--- config.mk ---
export PLATFORM = sky130hd
export DESIGN_NAME = mems_spi_master
export DESIGN_NICKNAME = d
export VERILOG_FILES = /design/src/rtl/mems_spi_master.sv
export SDC_FILE = /design/constraint.sdc
export NUM_CORES = 1
export LEC_CHECK = 0
export ABC_AREA = 1
export CAP_MARGIN = 20
export CORE_ASPECT_RATIO = 0.9
export CORE_UTILIZATION = 25
export CTS_CLUSTER_SIZE = 25
export DETAILED_ROUTE_END_ITERATION = 8
export PLACE_DENSITY = 0.46
export SYNTH_ARGS = -nofsm -noshare
export SYNTH_HDL_FRONTEND = slang
export SYNTH_SLANG_ARGS = --single-unit
--- constraint.sdc ---
create_clock -name clk -period 2.3 [get_ports clk]
set_input_delay 0.46 -clock clk [delete_from_list [all_inputs] [get_ports clk]]
set_output_delay 0.46 -clock clk [all_outputs]
set_load 0.01 [all_outputs]
--- src/rtl/mems_spi_master.sv ---
// mems_spi_master: MSB-first SPI frame transmitter for the MEMS mirror DAC.
// SYNC_n/SCLK/DIN framing; the DAC samples DIN on SCLK falling edges.
// Optional macro MEMS_SPI_LDAC_EN drives a timed LDAC_n load strobe after
// each frame. Without it LDAC_n is tied low and the DAC updates on SYNC_n rise.
module mems_spi_master #(
   parameter int DATA_WIDTH = 24,
   parameter int CLK_DIV    = 2,
   parameter int GAP_CYCLES = 2
) (
   input  logic                  clk,
   input  logic                  rst,
   input  logic                  mems_SPI_start,
   input  logic [DATA_WIDTH-1:0] data_mosi,
   output logic                  mems_SPI_busy,
   output logic                  spi_done,
   output logic                  spi_sclk,
   output logic                  spi_sync_n,
   output logic                  spi_mosi,
   output logic                  spi_ldac_n,
   output logic [15:0]           frame_count
);

`ifdef MEMS_SPI_LDAC_EN
   // gap must be long enough for the strobe to finish before busy drops
   localparam int GAP_EFF = (GAP_CYCLES > CLK_DIV + 1) ? GAP_CYCLES : CLK_DIV + 1;
   localparam logic LDAC_IDLE = 1'b1;
`else
   localparam int GAP_EFF = GAP_CYCLES;
   localparam logic LDAC_IDLE = 1'b0;
`endif

   // one shared phase counter serves the SCLK divider, HOLD and GAP
   localparam int CNT_MAX = (GAP_EFF > CLK_DIV) ? GAP_EFF : CLK_DIV;
   localparam int CW      = $clog2(CNT_MAX + 1);
   localparam int BW      = $clog2(DATA_WIDTH);

   localparam logic [CW-1:0] DIV_LAST = CW'(CLK_DIV - 1);
   localparam logic [CW-1:0] GAP_LAST = CW'(GAP_EFF - 1);
   localparam logic [BW-1:0] BIT_LAST = BW'(DATA_WIDTH - 1);

   typedef enum logic [1:0] {IDLE, SHIFT, HOLD, GAP} state_t;

   state_t                state;
   logic [CW-1:0]         cnt;
   logic [BW-1:0]         bit_cnt;
   logic                  ph;      // 0: SCLK high half, 1: SCLK low half
   // MSB goes straight to spi_mosi on capture, so only the remaining bits are held
   logic [DATA_WIDTH-2:0] shreg;

   // frame sequencer: all outputs are registered here
   always_ff @(posedge clk) begin
      if (!rst) begin
         state         <= IDLE;
         cnt           <= '0;
         bit_cnt       <= '0;
         ph            <= 1'b0;
         shreg         <= '0;
         mems_SPI_busy <= 1'b0;
         spi_done      <= 1'b0;
         spi_sclk      <= 1'b1;
         spi_sync_n    <= 1'b1;
         spi_mosi      <= 1'b0;
         spi_ldac_n    <= LDAC_IDLE;
         frame_count   <= '0;
      end else begin
         spi_done <= 1'b0;
         case (state)
            IDLE: begin
               if (mems_SPI_start) begin
                  shreg         <= data_mosi[DATA_WIDTH-2:0];
                  spi_mosi      <= data_mosi[DATA_WIDTH-1];
                  mems_SPI_busy <= 1'b1;
                  spi_sync_n    <= 1'b0;
                  cnt           <= '0;
                  bit_cnt       <= '0;
                  ph            <= 1'b0;
                  state         <= SHIFT;
               end
            end
            SHIFT: begin
               if (cnt == DIV_LAST) begin
                  cnt <= '0;
                  if (!ph) begin
                     spi_sclk <= 1'b0;
                     ph       <= 1'b1;
                  end else begin
                     spi_sclk <= 1'b1;
                     ph       <= 1'b0;
                     if (bit_cnt == BIT_LAST) begin
                        state <= HOLD;
                     end else begin
                        // next bit is presented on the rising transition
                        bit_cnt  <= bit_cnt + 1'b1;
                        spi_mosi <= shreg[DATA_WIDTH-2];
                        shreg    <= {shreg[DATA_WIDTH-3:0], 1'b0};
                     end
                  end
               end else begin
                  cnt <= cnt + 1'b1;
               end
            end
            HOLD: begin
               if (cnt == DIV_LAST) begin
                  cnt        <= '0;
                  spi_sync_n <= 1'b1;
                  spi_mosi   <= 1'b0;
`ifdef MEMS_SPI_LDAC_EN
                  spi_ldac_n <= 1'b0;
`endif
                  state      <= GAP;
               end else begin
                  cnt <= cnt + 1'b1;
               end
            end
            GAP: begin
`ifdef MEMS_SPI_LDAC_EN
               if (cnt == DIV_LAST) spi_ldac_n <= 1'b1;
`endif
               if (cnt == GAP_LAST) begin
                  cnt           <= '0;
                  mems_SPI_busy <= 1'b0;
                  spi_done      <= 1'b1;
                  frame_count   <= frame_count + 16'd1;
                  state         <= IDLE;
               end else begin
                  cnt <= cnt + 1'b1;
               end
            end
            default: state <= IDLE;
         endcase
      end
   end

endmodule

# After elaboration in Yosys (flattened, before gate mapping)
# Index checks and enable logic that the tools add are counted.
# W data, S select, Z words.
[totals]
regBits = 54
elab_cells = 77
[classes]
reduce_logical = 15
eq_ne = 12
addsub = 3
n_mux = 36
[op_table]
columns = ["operator", "count"]
rows = [
  ["$mux W23", 4],
  ["$pmux W23 S2", 1],
  ["$mux W5", 4],
  ["$add A16 B1 Y16 const B", 1],
  ["$mux W2", 8],
  ["$ne A2 B2 Y1 const B", 7],
  ["$mux W1", 12],
  ["$reduce_and A6 Y1", 2],
  ["$pmux W5 S2", 1],
  ["$reduce_and A3 Y1", 3],
  ["$pmux W2 S4", 1],
  ["$pmux W1 S2", 3],
  ["$reduce_and A2 Y1", 3],
  ["$reduce_bool A2 Y1", 3],
  ["$add A5 B1 Y5 const B", 1],
  ["$eq A5 B5 Y1 const B", 1],
  ["$reduce_and A5 Y1", 1],
  ["$eq A2 B1 Y1 const B", 2],
  ["$eq A2 B2 Y1 const B", 2],
  ["$pmux W2 S2", 1],
  ["$pmux W1 S3", 1],
  ["$reduce_bool A3 Y1", 1],
  ["$reduce_or A3 Y1", 1],
  ["$add A2 B1 Y2 const B", 1],
  ["$logic_not A2 Y1", 1],
]

# Logic depth before layout (Yosys ltp)
# Gate-level depths: netlist (run 1).
[depth]
ltp_word = 5
mapped_depth = 11
depth_no_buf = 10

# Worst setup path after synthesis (run 1)
# No wires, ideal clock.
[synth_timing]
path_kind = "reg2reg"
start = "register state[0]"
end = "register shreg[3]"
path_buffers = 1
arrival_time_ps = 1548
stages_incl_launch_ff = 12
required_ps = 2184
setup_slack_ps = 636
path_cell_list = "dfxtp_1 inv_1 ha_1 inv_2 nor2_2 a21oi_2 nand2_4 nor2_8 inv_4 buf_6 nor2_1 nor2_1"
[synth_between]
elab_chain_cells = 3
word_cells_on_any_way = 9
cone_classes = "eq/ne: 5; mux: 1; reduce/logical: 3"
[synth_lines]
columns = ["element", "line", "rtl"]
rows = [
  ["start: declaration", "43", "state_t state;"],
  ["start signal: assignment", "53", "state <= IDLE;"],
  ["start signal: assignment", "77", "state <= SHIFT;"],
  ["start signal: assignment", "90", "state <= HOLD;"],
  ["$eq A2 B1 Y1 or $logic_not A2 Y1 (tied branches)", "67", "case (state)"],
  ["$ne A2 B2 Y1 (no line) or $reduce_bool A2 Y1 (tied branches)", "-", ""],
  ["$reduce_and A5 Y1 (no line)", "-", ""],
  ["end signal: assignment", "70", "shreg <= data_mosi[DATA_WIDTH-2:0];"],
  ["end signal: assignment", "95", "shreg <= {shreg[DATA_WIDTH-3:0], 1'b0};"],
  ["end: declaration", "48", "logic [DATA_WIDTH-2:0] shreg;"],
]
# Several ways; a longest one is shown, not always the timed one.
# A chain may end at the register's enable or synchronous reset.

# Final worst setup path (run 1)
[layout_timing]
start = "register state[0]"
end = "register bit_cnt[3]"
[layout_between]
elab_chain_cells = 3
word_cells_on_any_way = 9
cone_classes = "eq/ne: 5; mux: 1; reduce/logical: 3"
[layout_lines]
columns = ["element", "line", "rtl"]
rows = [
  ["$eq A2 B1 Y1 or $logic_not A2 Y1 (tied branches)", "67", ""],
  ["$ne A2 B2 Y1 (no line) or $reduce_bool A2 Y1 (tied branches)", "-", ""],
  ["$reduce_and A5 Y1 (no line)", "-", ""],
  ["end signal: assignment", "93", "bit_cnt <= bit_cnt + 1'b1;"],
  ["end: declaration", "45", "logic [BW-1:0] bit_cnt;"],
]
# Several ways; a longest one is shown, not always the timed one.

==> results of run 1 <==
-- synthesized netlist by cell type, types with 2 or more instances --
master / count
clkbuf_1: 5
nand2_1: 113
nor2_4: 2
nor2_1: 82
a21oi_1: 13
nor3_1: 5
inv_1: 22
buf_6: 4
o21ai_1: 15
nor3b_1: 3
o21ai_0: 17
ha_1: 8
xor2_1: 4
inv_2: 3
buf_1: 4
nand4_1: 5
nand3_1: 14
a21oi_2: 2
dfxtp_1: 54
-- how the worst min path moves through the flow --
stage | end
after floorplan | shreg[0]
after global placement | spi_sync_n
after detailed placement | shreg[0]
after CTS | shreg[0]
after global routing | shreg[0]
final | shreg[0]
-- cell type report --
cell class / count / area, µm² / share of cell area, %
clock buffer: 7 / 133 / 3.88
clock inverter: 1 / 30.0 / 0.878
inverter: 26 / 100 / 2.93
multi-input combinational: 295 / 1390 / 40.7
sequential: 54 / 1080 / 31.6
tap: 129 / 161 / 4.72
timing repair buffer: 52 / 520 / 15.2
-- state kept, by name, indices dropped and copies added, names as in the netlist --
name	cells
bit_cnt	5
cnt	2
frame_count	16
mems_SPI_busy	1
ph	1
shreg	23
spi_done	1
spi_mosi	1
spi_sclk	1
spi_sync_n	1
state	2
-- metal layers --
metal	up-vias	share of wire [%]	track usage (%)
met4	0	0.70	3.38
met3	2	2.4	2.17
met2	22	43	18.3
li1	1317	-	-
met1	1044	54	16.6
met5	-	0	0
-- cell families (layout without fill, tap and decap cells) --
| group | Yosys count | count (layout) | share of synthesized area [%] |
|---|---|---|---|
| other cells | 1 | 1 | 0.141 |
| compound gates | 52 | 52 | 10.5 |
| flops | 54 | 54 | 40.6 |
| simple gates | 230 | 230 | 36.6 |
| buf+inv | 41 | 86 | 7.18 |
| fa+ha+maj | 8 | 8 | 3.76 |
| xor+xnor | 4 | 4 | 1.31 |
-- power groups by stage --
| stage | sequential [mW] | combinational [mW] | clock [mW] |
|---|---|---|---|
| floorplan | 1.27 | 0.992 | 0 |
| global placement | 1.29 | 1.27 | 0 |
| detailed placement | 1.29 | 1.28 | 0 |
| CTS | 1.27 | 1.29 | 0.878 |
| global route | 1.30 | 1.45 | 0.922 |
| finish | 1.27 | 1.27 | 0.849 |
-- per-stage QoR --
stage	cells	util (%)	hold slack (ps)	setup WS [ps]	power (mW)
6_report	564	33.2	470	371	3.39
5_1_grt	564	33.2	507	165	3.66
4_1_cts	564	33.2	468	363	3.43
3_5_place_dp	556	31.6	456	210	2.57
3_3_place_gp	556	31.6	449	255	2.56
2_1_floorplan	390	-	440	636	2.26
-- critical path, delay by kind of cell (launching register included) --
| family | cells | cell delay [ps] |
|---|---|---|
| fa+ha+maj | 1 | 250 |
| simple gates | 4 | 490 |
| flops | 1 | 400 |
| buf+inv | 3 | 370 |
| compound gates | 2 | 260 |
==> run_results.csv, run 1 <==
group,metric,value,unit
critical_path,critPathCaptureType,"flip-flop",
critical_path,ff2ff_path_depth,10,
synth,synthFlopType,"dfxtp_1",
floorplanning,core,10300,µm²
place,hpwl,4410,µm
worst_hold_path,min_from,"shreg[0]",
cells_and_area,drive_above_1_share,5.75,%
floorplanning,ios,49,
cells_and_area,final_cell_area,3420,µm²
place,place_area,3260,µm²
pwr,pwr-share-seq,37.4,%
clocking,htree_num_levels,2,
synth,synthArstFlopShare,0,%
clocking,cts_resized,0,
synth,yosysTopAreaCell,"dfxtp_1",
synth,avgSynthCellArea,6.83,µm²
grt,grt_max_degree,29,
critical_path,reg2reg_to,"bit_cnt[3]",
critical_path,slowest_delay,400,ps
timing,setup_tns,0,ps
drt,drt_wl_total,6310,µm
critical_path,cp_cell_sequence,"inv_1 -> ha_1 -> inv_2 -> nor2_2 -> a21oi_2 -> nand2_4 -> nor2_8 -> inv_4 -> nand2_1 -> a21oi_1",
cells_and_area,area.growth.synth_to_final,28.3,%
critical_path,cp_max_fo,26,
pwr,powerDensity,991,nW/µm²
cells_and_area,fillers,1082,
cells_and_area,nNetsFinal,469,
critical_path,critPathArrivalTime,2080,ps
clocking,cts_tree,"yes",
synth,ys_types,34,
drt,drt-pass1-iter-count,4,
cells_and_area,num_antenna_cells,0,
timing,rsz0062_at_grt,"false",
drt,drc,0,
synth,synth_area_leaders,"dfxtp_1 41%, nand2_1 16%, nor2_1 12%",
cells_and_area,final_cell_mix,"113 x nand2_1, 82 x nor2_1, 54 x dfxtp_1, 47 x clkdlybuf4s50_1, 22 x inv_1",
cells_and_area,final_common_cell,"nand2_1",
critical_path,worstPathRequired,2450,ps
critical_path,r2r_setup_slack,370,ps
pwr,p_sw_share,37.3,%
job,drv_cap,0,
grt,grt_overflow,0,
clocking,clock-sinks,54,
synth,ys_warn_count,0,
floorplanning,die_w,111,µm
critical_path,critical_path.slowest_cell,"dfxtp_1",
place,io_buffers,47,
run_status,outcome,"completed",
floorplanning,die_height,100,µm
synth,syn-num-nets,425,
pwr,clkPwrFrac,25.1,%
drt,ant_nets,0,
clocking,path_clk_slew,70,ps
timing,fin_worst_skew,6.48,ps
floorplanning,initial_utilization,25.9,%
timing,max_freq,0.518,GHz
timing,period_share,83.9,%
clocking,post-cts-setup-buffers,0,
synth,yosysTopAreaCellShare,40.6,%
pwr,combPwrFrac,37.5,%
synth,synth_edf_count,0,
timing,final-max-slew-violation-count,0,
critical_path,start_kind,"flip-flop",
clocking,cts_made_buffers,5,
synth,synth_area,2670,µm²
floorplanning,row_count,35,
place,gp_congestion,0.719,
grt,grt_pass1_vias,2249,
synth,seq_area_frac_synth,40.6,%
clocking,clockBufferDepth,2,
worst_hold_path,hold_depth,2,
worst_hold_path,hold_class,"flip-flop to flip-flop",
clocking,clkLatencyLatePin,290,ps
timing,setup_viol,0,
clocking,hold_buffers,0,
drt,via_per_inst,4.23,
critical_path,worstReg2RegStart,"state[0]",
grt,grt_usage,11.8,%
clocking,root_buffer,"clkbuf_16",
floorplanning,dieArea,11100,µm²
pwr,leakagePower,1.45,nW
critical_path,critPathKind,"flip-flop to flip-flop",
drt,wl_per_cell,11.2,µm
pwr,power.switching,1.26,mW
critical_path,cp-endpoint,"bit_cnt[3]",
timing,min_period,1930,ps
pwr,vdd.ir_drop.worst,408,µV
synth,syn-instance-count,390,
timing,finalHoldViolCount,0,
critical_path,cp-startpoint,"state[0]",
pwr,p_int,2.13,mW
grt,grt_pass1_wl,10700,µm
drt,num_vias,2385,
synth,synth-seq-cells,54,
grt,grt_antenna_before_repair,0,
drt,drtIter0Drc,129,
Note: power is estimated with default switching activity, not from simulation.
==> run 2, diff against run 1 <==
Clock period 2.3 ns to 2 ns, I/O delays scaled along.
==> run_results.csv, run 2 (synthesis results as in run 1) <==
group,metric,value,unit
grt,grt_overflow,0,
cells_and_area,final_util,33.2,%
floorplanning,die_height,100,µm
clocking,path_clk_slew,70,ps
grt,grt_max_degree,33,
cells_and_area,final_common_cell,"nand2_1",
clocking,clkLatencyLatePin,290,ps
run_status,outcome,"completed",
critical_path,slowest_delay,400,ps
critical_path,critPathArrivalTime,2050,ps
clocking,root_buffer,"clkbuf_16",
floorplanning,dieArea,11100,µm²
place,hpwl,4430,µm
floorplanning,die_w,111,µm
cells_and_area,fillers,1092,
timing,finalHoldViolCount,0,
place,pre_cts_ws,65.6,ps
floorplanning,row_count,35,
critical_path,critPathKind,"flip-flop to flip-flop",
cells_and_area,drive_above_1_share,6.41,%
critical_path,critical_path.slowest_cell,"dfxtp_1",
critical_path,critPathCaptureType,"flip-flop",
critical_path,start_kind,"flip-flop",
grt,grt_pass1_wl,10800,µm
drt,drc,0,
clocking,cts_tree,"yes",
timing,setup_viol,0,
timing,min_period,1830,ps
timing,final-max-slew-violation-count,0,
pwr,powerDensity,1110,nW/µm²
pwr,vdd.ir_drop.worst,391,µV
cells_and_area,largest_reg_flops,23,
timing,rsz0062_at_grt,"false",
timing,setup_ws,174,ps
timing,max_freq,0.548,GHz
clocking,clock-sinks,54,
drt,wl_per_cell,11.0,µm
worst_hold_path,hold_class,"flip-flop to flip-flop",
drt,num_vias,2413,
pwr,leakagePower,1.45,nW
cells_and_area,reg.largest.list,"shreg (23), frame_count (16), bit_cnt (5)",
clocking,clockBufferDepth,2,
floorplanning,initial_utilization,25.9,%
drt,via_per_inst,4.26,
critical_path,cp_max_fo,10,
drt,drtIter0Drc,101,
cells_and_area,nNetsFinal,471,
place,io_buffers,47,
cells_and_area,final_cell_mix,"113 x nand2_1, 82 x nor2_1, 54 x dfxtp_1, 47 x clkdlybuf4s50_1, 22 x inv_1",
drt,drt-pass1-iter-count,4,
cells_and_area,area.growth.synth_to_final,28.1,%
clocking,hold_buffers,0,
grt,grt_usage,11.8,%
place,gp_congestion,0.727,
grt,grt_pass1_vias,2317,
timing,setup_tns,0,ps
cells_and_area,num_antenna_cells,0,
floorplanning,core,10300,µm²
timing,fin_worst_skew,9.13,ps
clocking,htree_num_levels,2,
clocking,post-cts-setup-buffers,0,
critical_path,worstPathRequired,2220,ps
timing,period_share,91.3,%
clocking,cts_made_buffers,5,
clocking,cts_resized,0,
critical_path,cp_cell_sequence,"inv_1 -> ha_1 -> inv_2 -> nor2_2 -> a21oi_2 -> nand2_4 -> nor2_8 -> buf_4 -> o21ai_0 -> nor2_1",
floorplanning,ios,49,
job,drv_cap,0,
cells_and_area,top_register,"shreg",
drt,drt_wl_total,6200,µm
grt,grt_antenna_before_repair,0,
drt,ant_nets,0,
[run 2: cell count changes in the layout (fill, tap and decap cells not counted), sizes merged]
| cell | delta |
|---|---|
| buf | +2 |
| clkinv | +2 |
| bufinv | -1 |
| clkbuf | -1 |
[run 2: routing by layer]
metal	vias up	routed length (µm)	GRT usage, %
li1	1326	-	-
met1	1052	3210	15.6
met2	31	2780	19.5
met3	4	155	1.93
met4	0	52	4.00
met5	-	0	0
[run 2: layout make-up]
class | instances | area (µm²) | share of cell area [%]
Clock buffer | 6 | 129 | 3.78
Clock inverter | 2 | 13.8 | 0.403
Inverter | 26 | 100 | 2.93
Multi-Input combinational cell | 295 | 1390 | 40.8
Sequential cell | 54 | 1080 | 31.7
Tap cell | 129 | 161 | 4.73
Timing Repair Buffer | 54 | 536 | 15.7
[run 2: stage by stage]
step	cells	area [µm²]	hold WS [ps]	total power, mW
after floorplan	390	2670	440	2.60
after global placement	558	3270	452	2.99
after detailed placement	558	3270	458	3.00
after CTS	566	3410	472	3.88
after global routing	566	3410	501	4.14
final	566	3410	474	3.80
[run 2: where the power goes]
group	switching [mW]	internal, mW
logic	0.916	0.570
registers	0.149	1.31
clock network	0.391	0.466
[run 2: final timing paths]
path	start	end	slack [ps]	cells after the start
worst max-delay path	state[0]	shreg[1]	170	10
worst min-delay path	shreg[0]	shreg[0]	470	2
worst max register to register	state[0]	shreg[1]	170	10
worst min register to register	shreg[0]	shreg[0]	470	2
[run 2: worst max-delay path, delay by kind of cell (launching register included)]
| kind | cells | cell delay (ps) |
|---|---|---|
| adders and majority gates | 1 | 250 |
| and+or+nand+nor | 4 | 450 |
| AOI/OAI and AO/OA | 2 | 250 |
| DFF | 1 | 400 |
| buffers and inverters | 3 | 410 |
